**src/rtl/cpu_8096_alu_arb.sv**
```systemverilog
// ============================================================================
// Module   : cpu_8096_alu_arb
// Brief    : Round-robin arbiter sharing one 16-bit 8086-style ALU between two
//            requesters, with a registered response slot and the FLAGS register.
//            Optional stall counters: define CPU_8096_ALU_ARB_STALL_CNT_EN.
// Revision : 1.0 - initial release
// ============================================================================
`default_nettype none

module cpu_8096_alu_arb #(
    parameter int TAG_W = 4
) (
    input  logic             clk,
    input  logic             rst_n,

    input  logic             r0_valid,
    output logic             r0_ready,
    input  logic [2:0]       r0_op,
    input  logic [15:0]      r0_a,
    input  logic [15:0]      r0_b,
    input  logic [TAG_W-1:0] r0_tag,

    input  logic             r1_valid,
    output logic             r1_ready,
    input  logic [2:0]       r1_op,
    input  logic [15:0]      r1_a,
    input  logic [15:0]      r1_b,
    input  logic [TAG_W-1:0] r1_tag,

    output logic             rsp_valid,
    input  logic             rsp_ready,
    output logic             rsp_src,
    output logic [15:0]      rsp_res,
    output logic [TAG_W-1:0] rsp_tag,

    output logic [15:0]      flags_o,
    input  logic             flags_we,
    input  logic [15:0]      flags_wdata
`ifdef CPU_8096_ALU_ARB_STALL_CNT_EN
    ,
    output logic [15:0]      stall_cnt0,
    output logic [15:0]      stall_cnt1
`endif
);

    localparam logic [2:0]  c_OP_ADD    = 3'd0;
    localparam logic [2:0]  c_OP_ADC    = 3'd1;
    localparam logic [2:0]  c_OP_SUB    = 3'd2;
    localparam logic [2:0]  c_OP_SBB    = 3'd3;
    localparam logic [2:0]  c_OP_AND    = 3'd4;
    localparam logic [2:0]  c_OP_OR     = 3'd5;
    localparam logic [2:0]  c_OP_XOR    = 3'd6;
    localparam logic [2:0]  c_OP_CMP    = 3'd7;

    localparam logic [15:0] c_FLAGS_RST = 16'h0002;
    localparam logic [15:0] c_ALU_MASK  = 16'h08D5;
    localparam logic [15:0] c_WR_MASK   = 16'h0FD5;

    logic             r_rsp_valid;
    logic             r_rsp_src;
    logic [15:0]      r_rsp_res;
    logic [TAG_W-1:0] r_rsp_tag;
    logic [15:0]      r_flags;
    logic             r_last_grant;

    logic             w_can_accept;
    logic             w_arb_en;
    logic             w_gnt0;
    logic             w_gnt1;
    logic             w_accept;
    logic             w_sel;
    logic [2:0]       w_op;
    logic [15:0]      w_a;
    logic [15:0]      w_b;
    logic [TAG_W-1:0] w_tag;

    logic             w_cin;
    logic [16:0]      w_sum17;
    logic [16:0]      w_diff17;
    logic [4:0]       w_nib_sum;
    logic [4:0]       w_nib_sub;
    logic [15:0]      w_res;
    logic             w_cf;
    logic             w_af;
    logic             w_of;
    logic [15:0]      w_rsp_data;
    logic [15:0]      w_flags_alu;
    logic [15:0]      w_flags_next;

    // A direct FLAGS write steals the cycle so an op never races a POPF.
    always_comb begin
        w_can_accept = !r_rsp_valid || rsp_ready;
        w_arb_en     = w_can_accept && !flags_we;
        w_gnt0       = w_arb_en && r0_valid && (!r1_valid || r_last_grant);
        w_gnt1       = w_arb_en && r1_valid && (!r0_valid || !r_last_grant);
        w_accept     = w_gnt0 || w_gnt1;
        w_sel        = w_gnt1;
        w_op         = w_sel ? r1_op  : r0_op;
        w_a          = w_sel ? r1_a   : r0_a;
        w_b          = w_sel ? r1_b   : r0_b;
        w_tag        = w_sel ? r1_tag : r0_tag;
    end

    assign r0_ready = w_gnt0;
    assign r1_ready = w_gnt1;

    always_comb begin
        w_cin     = ((w_op == c_OP_ADC) || (w_op == c_OP_SBB)) ? r_flags[0] : 1'b0;
        w_sum17   = {1'b0, w_a} + {1'b0, w_b} + {16'd0, w_cin};
        w_diff17  = {1'b0, w_a} - {1'b0, w_b} - {16'd0, w_cin};
        w_nib_sum = {1'b0, w_a[3:0]} + {1'b0, w_b[3:0]} + {4'd0, w_cin};
        w_nib_sub = {1'b0, w_b[3:0]} + {4'd0, w_cin};
        w_res     = 16'd0;
        w_cf      = 1'b0;
        w_af      = 1'b0;
        w_of      = 1'b0;
        case (w_op)
            c_OP_ADD, c_OP_ADC: begin
                w_res = w_sum17[15:0];
                w_cf  = w_sum17[16];
                w_af  = w_nib_sum[4];
                w_of  = (w_a[15] == w_b[15]) && (w_res[15] != w_a[15]);
            end
            c_OP_SUB, c_OP_SBB, c_OP_CMP: begin
                w_res = w_diff17[15:0];
                w_cf  = w_diff17[16];
                w_af  = ({1'b0, w_a[3:0]} < w_nib_sub);
                w_of  = (w_a[15] != w_b[15]) && (w_res[15] != w_a[15]);
            end
            c_OP_AND: w_res = w_a & w_b;
            c_OP_OR:  w_res = w_a | w_b;
            c_OP_XOR: w_res = w_a ^ w_b;
            default:  w_res = 16'd0;
        endcase
        w_rsp_data   = (w_op == c_OP_CMP) ? w_a : w_res;
        w_flags_alu  = {4'b0000, w_of, 3'b000, w_res[15], (w_res == 16'd0), 1'b0,
                        w_af, 1'b0, ~^w_res[7:0], 1'b0, w_cf};
        w_flags_next = (r_flags & ~c_ALU_MASK) | w_flags_alu;
    end

    always_ff @(posedge clk or negedge rst_n) begin
        if (!rst_n) begin
            r_rsp_valid  <= 1'b0;
            r_rsp_src    <= 1'b0;
            r_rsp_res    <= 16'd0;
            r_rsp_tag    <= '0;
            r_last_grant <= 1'b1;
        end else if (w_accept) begin
            r_rsp_valid  <= 1'b1;
            r_rsp_src    <= w_sel;
            r_rsp_res    <= w_rsp_data;
            r_rsp_tag    <= w_tag;
            r_last_grant <= w_sel;
        end else if (rsp_ready) begin
            r_rsp_valid  <= 1'b0;
        end
    end

    // Accept and direct write are mutually exclusive, so the order here is moot.
    always_ff @(posedge clk or negedge rst_n) begin
        if (!rst_n) begin
            r_flags <= c_FLAGS_RST;
        end else if (flags_we) begin
            r_flags <= (flags_wdata & c_WR_MASK) | c_FLAGS_RST;
        end else if (w_accept) begin
            r_flags <= w_flags_next;
        end
    end

    assign rsp_valid = r_rsp_valid;
    assign rsp_src   = r_rsp_src;
    assign rsp_res   = r_rsp_res;
    assign rsp_tag   = r_rsp_tag;
    assign flags_o   = r_flags;

`ifdef CPU_8096_ALU_ARB_STALL_CNT_EN
    logic [15:0] r_stall_cnt0;
    logic [15:0] r_stall_cnt1;

    always_ff @(posedge clk or negedge rst_n) begin
        if (!rst_n) begin
            r_stall_cnt0 <= 16'd0;
            r_stall_cnt1 <= 16'd0;
        end else begin
            if (r0_valid && !w_gnt0 && (r_stall_cnt0 != 16'hFFFF))
                r_stall_cnt0 <= r_stall_cnt0 + 16'd1;
            if (r1_valid && !w_gnt1 && (r_stall_cnt1 != 16'hFFFF))
                r_stall_cnt1 <= r_stall_cnt1 + 16'd1;
        end
    end

    assign stall_cnt0 = r_stall_cnt0;
    assign stall_cnt1 = r_stall_cnt1;
`endif

endmodule

`default_nettype wire

```
**config.mk**
```make
export PLATFORM = sky130hd
export DESIGN_NAME = cpu_8096_alu_arb
export DESIGN_NICKNAME = d
export VERILOG_FILES = /design/src/rtl/cpu_8096_alu_arb.sv
export SDC_FILE = /design/constraint.sdc
export NUM_CORES = 1
export LEC_CHECK = 0
export ABC_AREA = 1
export CAP_MARGIN = 5
export CELL_PAD_IN_SITES_DETAIL_PLACEMENT = 2
export CELL_PAD_IN_SITES_GLOBAL_PLACEMENT = 2
export CORE_MARGIN = 2
export CORE_UTILIZATION = 27
export CTS_BUF_LIST = sky130_fd_sc_hd__clkbuf_16
export CTS_CLUSTER_SIZE = 14
export DETAILED_ROUTE_END_ITERATION = 8
export GPL_TIMING_DRIVEN = 0
export PLACE_DENSITY = 0.95
export SLEW_MARGIN = 20
export SYNTH_ARGS = -nofsm -noshare
export SYNTH_HDL_FRONTEND = slang
export SYNTH_SLANG_ARGS = --single-unit
```
**constraint.sdc**
```tcl
create_clock -name clk -period 5.84 [get_ports clk]
set_input_delay 1.752 -clock clk [delete_from_list [all_inputs] [get_ports clk]]
set_output_delay 1.752 -clock clk [all_outputs]
set_load 0.02 [all_outputs]
```
# After elaboration in Yosys (flattened, before gate mapping)

Index checks and enable logic that the tools add are counted.

Logic and storage cells: 67
Register bits after elaboration: 39

Reductions and logical operators: 24
Multiplexer cells: 14
Bitwise gates (word level): 4
Add/sub/neg operators: 7
Equality and inequality tests: 11
Magnitude comparators: 1

Operators with widths:

| cell                 | count |
|---|---|
| $mux W16             | 5 |
| $pmux W16 S5         | 1 |
| $add A16 B16 Y17     | 1 |
| $add A17 B1 Y17      | 1 |
| $sub A16 B16 Y17     | 1 |
| $sub A17 B1 Y17      | 1 |
| $and A16 B16 Y16     | 1 |
| $logic_not A16 Y1    | 1 |
| $or A16 B12 Y16      | 1 |
| $or A16 B16 Y16      | 1 |
| $xor A16 B16 Y16     | 1 |
| $eq A3 B3 Y1 const B | 4 |
| $reduce_xnor A8 Y1   | 1 |
| $logic_and A1 B1 Y1  | 7 |
| $eq A3 B2 Y1 const B | 2 |
| $pmux W1 S2          | 3 |
| $add A4 B1 Y5        | 1 |
| $add A4 B4 Y5        | 1 |
| $add A5 B1 Y5        | 1 |
| $logic_not A1 Y1     | 5 |
| $logic_or A1 B1 Y1   | 5 |
| $lt A4 B5 Y1         | 1 |
| $mux W4              | 1 |
| $reduce_bool A2 Y1   | 2 |
| 8 further kinds      | 12 |

# Logic depth before layout (Yosys ltp)

Gate-level depths: netlist of run 1.

Depth in word-level cells: 16
Gate-level depth with buffers: 32

# Worst setup path before layout of run 1

OpenSTA, ideal clock, no wires.

Path kind: input to register
From: input port r0_valid
To: register r_flags[6] (netlist: flags_o[6])
Required time: 5774 ps
Stages: 29
Setup slack: 228 ps
Library setup time: 66 ps
Arrival time: 5545 ps
Cells stage by stage: nand2_1 > nand4_4 > clkbuf_1 > clkbuf_1 > clkbuf_1 > o21ai_0 > inv_1 > fa_1 > ha_1 > or2_2 > inv_1 > nand2_2 > inv_1 > o21ai_1 > nand2_1 > nand3b_1 > nand3_1 > nand2_1 > inv_1 > ha_1 > and3_1 > nand4_1 > inv_1 > nand3_1 > nor2_1 > nand2_1 > nor2_1 > nand3_1 > nand2_1

Word-level cells in the longest chain between the ends: 13
Elaborated cells on any way between the ends: 34
Classes of those cells: add/sub: 4; eq/ne: 7; mux: 7; bitwise: 4; reduce/logical: 12

Ends and longest elaborated chain:

| element                                                   | RTL line | source |
|---|---|---|
| start, declared                                           | 16       | `input logic r0_valid,` |
| branches (longest 13 deep; another with $sub A16 B16 Y17) | n/a      |  |
| end signal, assigned                                      | 162      | `r_flags <= c_FLAGS_RST;` |
| end signal, assigned                                      | 164      | `r_flags <= (flags_wdata & c_WR_MASK) \| c_FLAGS_RST;` |
| end signal, assigned                                      | 166      | `r_flags <= w_flags_next;` |
| end, declared                                             | 63       | `logic [15:0] r_flags;` |

Parallel ways; which one is timed is not known. The select of a mux whose other input is x is not followed.
A chain may end at the register's enable or synchronous reset.

# Worst setup path after layout of run 1

From: input port flags_we
To: register r_flags[6] (netlist: flags_o[6])

Word-level cells in the longest chain between the ends: 14
Elaborated cells on any way between the ends: 35
Classes of those cells: add/sub: 4; eq/ne: 7; mux: 7; bitwise: 4; reduce/logical: 13

Ends and longest elaborated chain:

| element                                                   | RTL line | source |
|---|---|---|
| start, declared                                           | 37       | `input logic flags_we,` |
| branches (longest 14 deep; another with $sub A16 B16 Y17) | n/a      |  |

Parallel ways; which one is timed is not known. The select of a mux whose other input is x is not followed.

==> metrics.csv, run 1 <==
metric,value,unit
status,completed,
switching power,1.41,mW
total CTS buffers,5,
first-pass GRT wire length,52400,um
Post-Place Worst Slack,-2.23,ns
Synth top cells by count,"nand2_1, inv_1, ha_1",
final net count,1160,
Synth area leader,ha_1,
crit path DAT,6.02,ns
antenna-violating nets left,0,
Tcrit/Tclk final,98.5,%
f_max,174,MHz
P_leak,3.75,nW
Slew Limit Fails,0,
vias in the first global route,8278,
CP Max Fanout,7,
worst setup path category,in -> reg,
Internal Power,1.12,mW
Longest Clk Path Bufs,2,
Final HPWL DP,22400,um
Finished Layout Cells,1255,
WP data required,6.11,ns
Die X,145,um
GRT Resource Usage Total,35.0,%
sequential area share after synthesis,15.5,%
worst-margin pin slew,0.858,ns
Placement Rows,51,
Worst VDD drop,177,uV
# clock sinks,33,
PD cells,326,nW/um^2
routed vias/inst,5.71,
final WL,36300,um
Root Buffer,clkbuf_16,
max-cap violations,0,
routability cong.,0.915,
Yosys warnings,0,
io pins,140,
Worst Setup End Kind,flop,
worst hold slack,0.523,ns
WL per Instance,28.9,um
synthesized area,5340,sq um
Area contributors post-synth,"ha_1, dfrtp_1, nand2_1",
Synth-to-Final Area Change,45.0,%
Starting Density,27.5,%
CTS tree,yes,
top-area cell type share of the netlist area,16.4,%
placed cell count,1220,
Hold/Removal Path Class,reg -> reg,
"EDFF count, synth",0,
sw frac,55.7,%
vias after detailed routing,7167,
post-route minimum period,5.75,ns
most frequent cell after synthesis,nand2_1,
"Reg clk slew, reported paths",0.09,ns
1st-pass router iterations,4,
drt drc,0,
share of layout cells above drive strength 1,20.2,%
Synth Flop Type,dfrtp_1,
"flops & latches, synth",33,
Max Clock Skew,0.0200,ns
Netlist cell types,51,
pin count of the biggest net entering global routing,27,
Avg Inst Size Synth,6.48,sq um
"Remaining Overflow, GRT",0,
Worst R2R Setup Slack,1.11,ns
Hold Buf Count CTS,0,
die height,145,um
Post-synth ARST share,100,%
Cells after Synth,823,
initial drt markers,516,
final setup violating endpoints,0,
Final Worst Setup Slack,0.0895,ns
Port Buffers,126,
Seq pwr share,15.0,%
core area,19400,sq um
relative max-transition margin,42.2,%
"Clk Latency, worst-skew pair",0.33,ns
H-tree Lvls,2,
final hold violations,0,
die area,20900,sq um
clock network fraction of total power,12.8,%
type of origin of the critical path,input pin,
Comb power frac,72.2,%
initial antenna violation count,5,
==> cells in the final DEF (no fill, tap or decap), types with 29 or more instances in the layout <==
cell type and instances:
a21oi_1 57, buf_4 29, clkdlybuf4s50_1 121, dfrtp_1 31, ha_1 56, inv_1 105
nand2_1 193, nand3_1 48, nor2_1 45, o21ai_0 44, or2_2 34
==> power groups by stage <==
stage / registers (mW) / clock network [mW] / logic [mW]
floorplan: 0.443 / 0 / 0.788
global placement: 0.350 / 0 / 1.38
detailed placement: 0.361 / 0 / 1.48
CTS: 0.363 / 0.291 / 1.60
global route: 0.385 / 0.320 / 1.92
finish: 0.380 / 0.322 / 1.82
==> kinds of logic after synthesis <==
kind of cell | after synthesis | synth area share [%]
simple gates | 391 | 35.1
compound gates | 164 | 17.4
buf+inv | 146 | 11.5
fa+ha+maj | 75 | 18.3
flops | 33 | 15.5
xor+xnor | 13 | 2.13
other cells | 1 | 0.0703
==> flip-flops by register name (all words and copies together), names as in the netlist <==
register / cells
flags_o: 10
r_last_grant: 1
rsp_res: 16
rsp_src: 1
rsp_tag: 4
rsp_valid: 1
==> repair_timing <==
action,CTS,global route
buffers inserted,15,7
setup endpoints to repair,23,12
gates resized for setup,89,42
gates cloned,1,0
pin swaps,19,14
==> per-stage QoR <==
| step | instance area, sq um | TNS, ns | utilization [%] | total power [mW] |
|---|---|---|---|---|
| final | 7740 | 0 | 39.9 | 2.53 |
| after floorplan | 5350 | 0 | - | 1.23 |
| after CTS | 7560 | 0 | 39.0 | 2.26 |
| after global routing | 7730 | -0.0276 | 39.8 | 2.62 |
| after detailed placement | 6960 | -31.39 | 35.9 | 1.84 |
| after global placement | 6950 | -25.86 | 35.8 | 1.73 |
==> critical path: stages <==
cell and delay (ns):
clkbuf_2 0.12, inv_4 0.13, nand4_4 0.15, clkbuf_16 0.18, clkbuf_16 0.17, clkbuf_16 0.17
o21ai_4 0.23, inv_4 0.08, fa_2 0.46, ha_4 0.18, or2_2 0.28, inv_2 0.09
nand2_4 0.07, inv_4 0.06, buf_4 0.10, nand2_1 0.04, nand3_1 0.07, nand2_1 0.09
nor3_2 0.33, ha_1 0.28, nand4_1 0.18, inv_2 0.15, nand3_2 0.09, nor2_2 0.10
nand2_1 0.08, nor2_2 0.14, nand3_2 0.11, nand2_2 0.09
==> final timing paths <==
| check | start | to | depth (start not counted) |
|---|---|---|---|
| setup / recovery | flags_we | flags_o[6] | 28 |
| hold / removal | rsp_res[11] | rsp_res[11] | 2 |
| setup reg to reg | r_last_grant | flags_o[6] | 28 |
| hold reg to reg | rsp_res[11] | rsp_res[11] | 2 |
| max in group asynchronous | rst_n | r_last_grant | 2 |
| min in group asynchronous | rst_n | rsp_res[0] | 1 |
==> per-layer routing <==
layer / share of wire, % / vias to the layer above / global-route usage (%)
met2: 49 / 435 / 59.0
met4: 8.9 / 0 / 29.9
met1: 36 / 3547 / 35.8
met3: 6.2 / 201 / 10.0
li1: - / 2984 / -
met5: 0 / - / 0
==> final cells by class <==
class / instances / area, sq um
clock inverters: 3 / 17.5
well taps: 265 / 332
flip-flops and latches: 33 / 828
repair buffers: 150 / 1440
diodes: 4 / 10.0
multi-input cells: 649 / 4260
inverters: 119 / 457
plain buffers: 27 / 270
clock buffers: 5 / 125
fillers: 2265 / 11700
No activity file was read; power rests on OpenSTA's default activity.
==> run 2: changes to the inputs <==
--- a/config.mk
+++ b/config.mk
@@ -14,9 +14,9 @@
 export CTS_BUF_LIST = sky130_fd_sc_hd__clkbuf_16
 export CTS_CLUSTER_SIZE = 14
 export DETAILED_ROUTE_END_ITERATION = 8
+export GPL_ROUTABILITY_DRIVEN = 0
 export GPL_TIMING_DRIVEN = 0
 export PLACE_DENSITY = 0.95
-export SLEW_MARGIN = 20
 export SYNTH_ARGS = -nofsm -noshare
 export SYNTH_HDL_FRONTEND = slang
 export SYNTH_SLANG_ARGS = --single-unit
==> run 2 against run 1 <==
The run now ends with setup timing left. Final cell count is 0.72% higher. Sequential share of layout area is 0.082 points lower. First-iteration DRC count is 28% higher. Clock skew is 0.0013 ns higher. Non-clock buffer count is 11 higher. Critical path type unchanged. Die area stayed put. Setup slack worse by 0.48 ns. Worst hold slack worse by 0.021 ns. Via count is 6.6% higher. Sequential cell count stayed put.
==> metrics.csv, run 2 (synthesized netlist as in run 1, its figures left out) <==
metric,value,unit
Longest Clk Path Bufs,2,
crit path DAT,6.42,ns
fin area,7800,sq um
reg-to-reg critical path startpoint,rsp_valid,
WL per Instance,31.8,um
clock network fraction of total power,12.1,%
# clock sinks,33,
Port Buffers,126,
vias after detailed routing,7642,
Die X,145,um
max reg flops,16,
status,finished with violations,
Slew Limit Fails,0,
"Reg clk slew, reported paths",0.09,ns
Synth-to-Final Area Change,46.2,%
Worst path max stage delay,0.95,ns
routed vias/inst,6.05,
cell at the slowest stage of the critical path,o21ai_0,
final setup violating endpoints,5,
CTS tree,yes,
CP Cell Sequence,"clkbuf_2, nand2_2, nand4_4, clkbuf_16, buf_4, buf_4, o21ai_0, ha_1, ha_1, inv_1, nor3_1, nand2_2, nand2_1, nand2_1, nand3_1, nand2_1, nor2_2, nand2_1, nand2_1, nand2_2",
Final Worst Setup Slack,-0.388,ns
die area,20900,sq um
total power,2.62,mW
Tcrit/Tclk final,107,%
Max Clock Skew,0.0213,ns
CP Max Fanout,5,
initial antenna violation count,5,
total CTS buffers,5,
post-route minimum period,6.23,ns
io pins,140,
Root Buffer,clkbuf_16,
Placement Rows,51,
fill count,2291,
Seq pwr share,14.6,%
worst hold slack,0.501,ns
Post-Place Cell Area,6940,sq um
P_leak,3.81,nW
pin count of the biggest net entering global routing,34,
initial drt markers,661,
Worst VDD drop,232,uV
Internal Power,1.13,mW
H-tree Lvls,2,
vias in the first global route,8420,
GRT Resource Usage Total,35.8,%
die height,145,um
"Remaining Overflow, GRT",0,
core area,19400,sq um
first-pass GRT wire length,53800,um
worst-margin pin slew,1.23,ns
Final HPWL DP,24500,um
switching power,1.49,mW
relative max-transition margin,17.0,%
worst setup path category,in -> reg,
hold path startpoint,rsp_tag[0],
violations in the final reports,setup timing,
Hold Buf Count CTS,0,
max-cap violations,0,
PD cells,336,nW/um^2
Starting Density,27.5,%
Critical Path Start,r0_valid,
WP data required,6.03,ns
share of layout cells above drive strength 1,21.1,%
final hold violations,0,
drt drc,0,
1st-pass router iterations,8,
"most used cell, CP",nand2_1,
"Clk Latency, worst-skew pair",0.34,ns
antenna-violating nets left,0,
type of origin of the critical path,input pin,
Worst Setup End Kind,flop,
final WL,40200,um
most used cells in the layout excluding fill and tap cells,"nand2_1, clkdlybuf4s50_1, inv_1",
"most common cell after layout, fill and taps aside",nand2_1,
Hold/Removal Path Class,reg -> reg,
Comb power frac,73.3,%
sw frac,56.9,%
f_max,161,MHz
final net count,1171,
run 2: what timing repair did:
item	in CTS	in global routing
pin swaps	15	21
gates resized for setup	90	45
cloned	1	0
setup buffers	24	10
endpoints found under the hold margin	0	0
setup endpoints to repair	23	14
run 2: power groups by stage:
| stage | clock network (mW) | registers, mW | logic (mW) |
|---|---|---|---|
| finish | 0.318 | 0.381 | 1.92 |
| global route | 0.321 | 0.383 | 1.98 |
| CTS | 0.287 | 0.368 | 1.66 |
| detailed placement | 0 | 0.366 | 1.51 |
| global placement | 0 | 0.351 | 1.37 |
| floorplan | 0 | 0.443 | 0.788 |
run 2: final timing paths:
kind | cells after the start | slack (ns) | endpoint
min | 2 | 0.50 | rsp_tag[0]
min in group asynchronous | 1 | 1.57 | rsp_res[0]
max reg2reg | 19 | 0.76 | rsp_res[15]
max in group asynchronous | 1 | 3.60 | rsp_valid
max | 20 | -0.39 | rsp_res[15]
min reg2reg | 2 | 0.50 | rsp_tag[0]
run 2: routing by layer:
layer / share of wire [%] / global-route usage (%)
met5: 0.032 / 0
met1: 34 / 35.9
met3: 9.7 / 10.5
met4: 10 / 32.9
met2: 46 / 59.8
run 2: final cells by class:
| class | count | area, sq um | share of cell area (%) |
|---|---|---|---|
| Multi-Input combinational cell | 649 | 4250 | 54.4 |
| Timing Repair Buffer | 161 | 1510 | 19.4 |
| Sequential cell | 33 | 828 | 10.6 |
| Inverter | 119 | 457 | 5.86 |
| Tap cell | 265 | 332 | 4.25 |
| Buffer | 27 | 275 | 3.53 |
| Clock buffer | 5 | 125 | 1.60 |
| Clock inverter | 3 | 17.5 | 0.225 |
| Antenna cell | 2 | 5.00 | 0.0642 |
run 2: per-stage QoR:
step	std cells	setup slack, ns	TNS (ns)	util (%)
finish	1264	-0.388	-1.15	40.2
global route	1263	-0.346	-1.17	40.2
CTS	1252	0.00380	0	39.2
detailed placement	1219	-2.36	-33.94	35.8
global placement	1219	-2.02	-25.11	35.8
floorplan	828	0.228	0	-
run 2: worst max-delay path, delay by kind of cell:
| kind | cells | cell delay [ns] |
|---|---|---|
| AND/OR/NAND/NOR | 12 | 1.84 |
| buffers and inverters | 5 | 0.82 |
| AO/OA/AOI/OAI | 1 | 0.95 |
| adder cells (fa/ha/maj) | 2 | 1.02 |
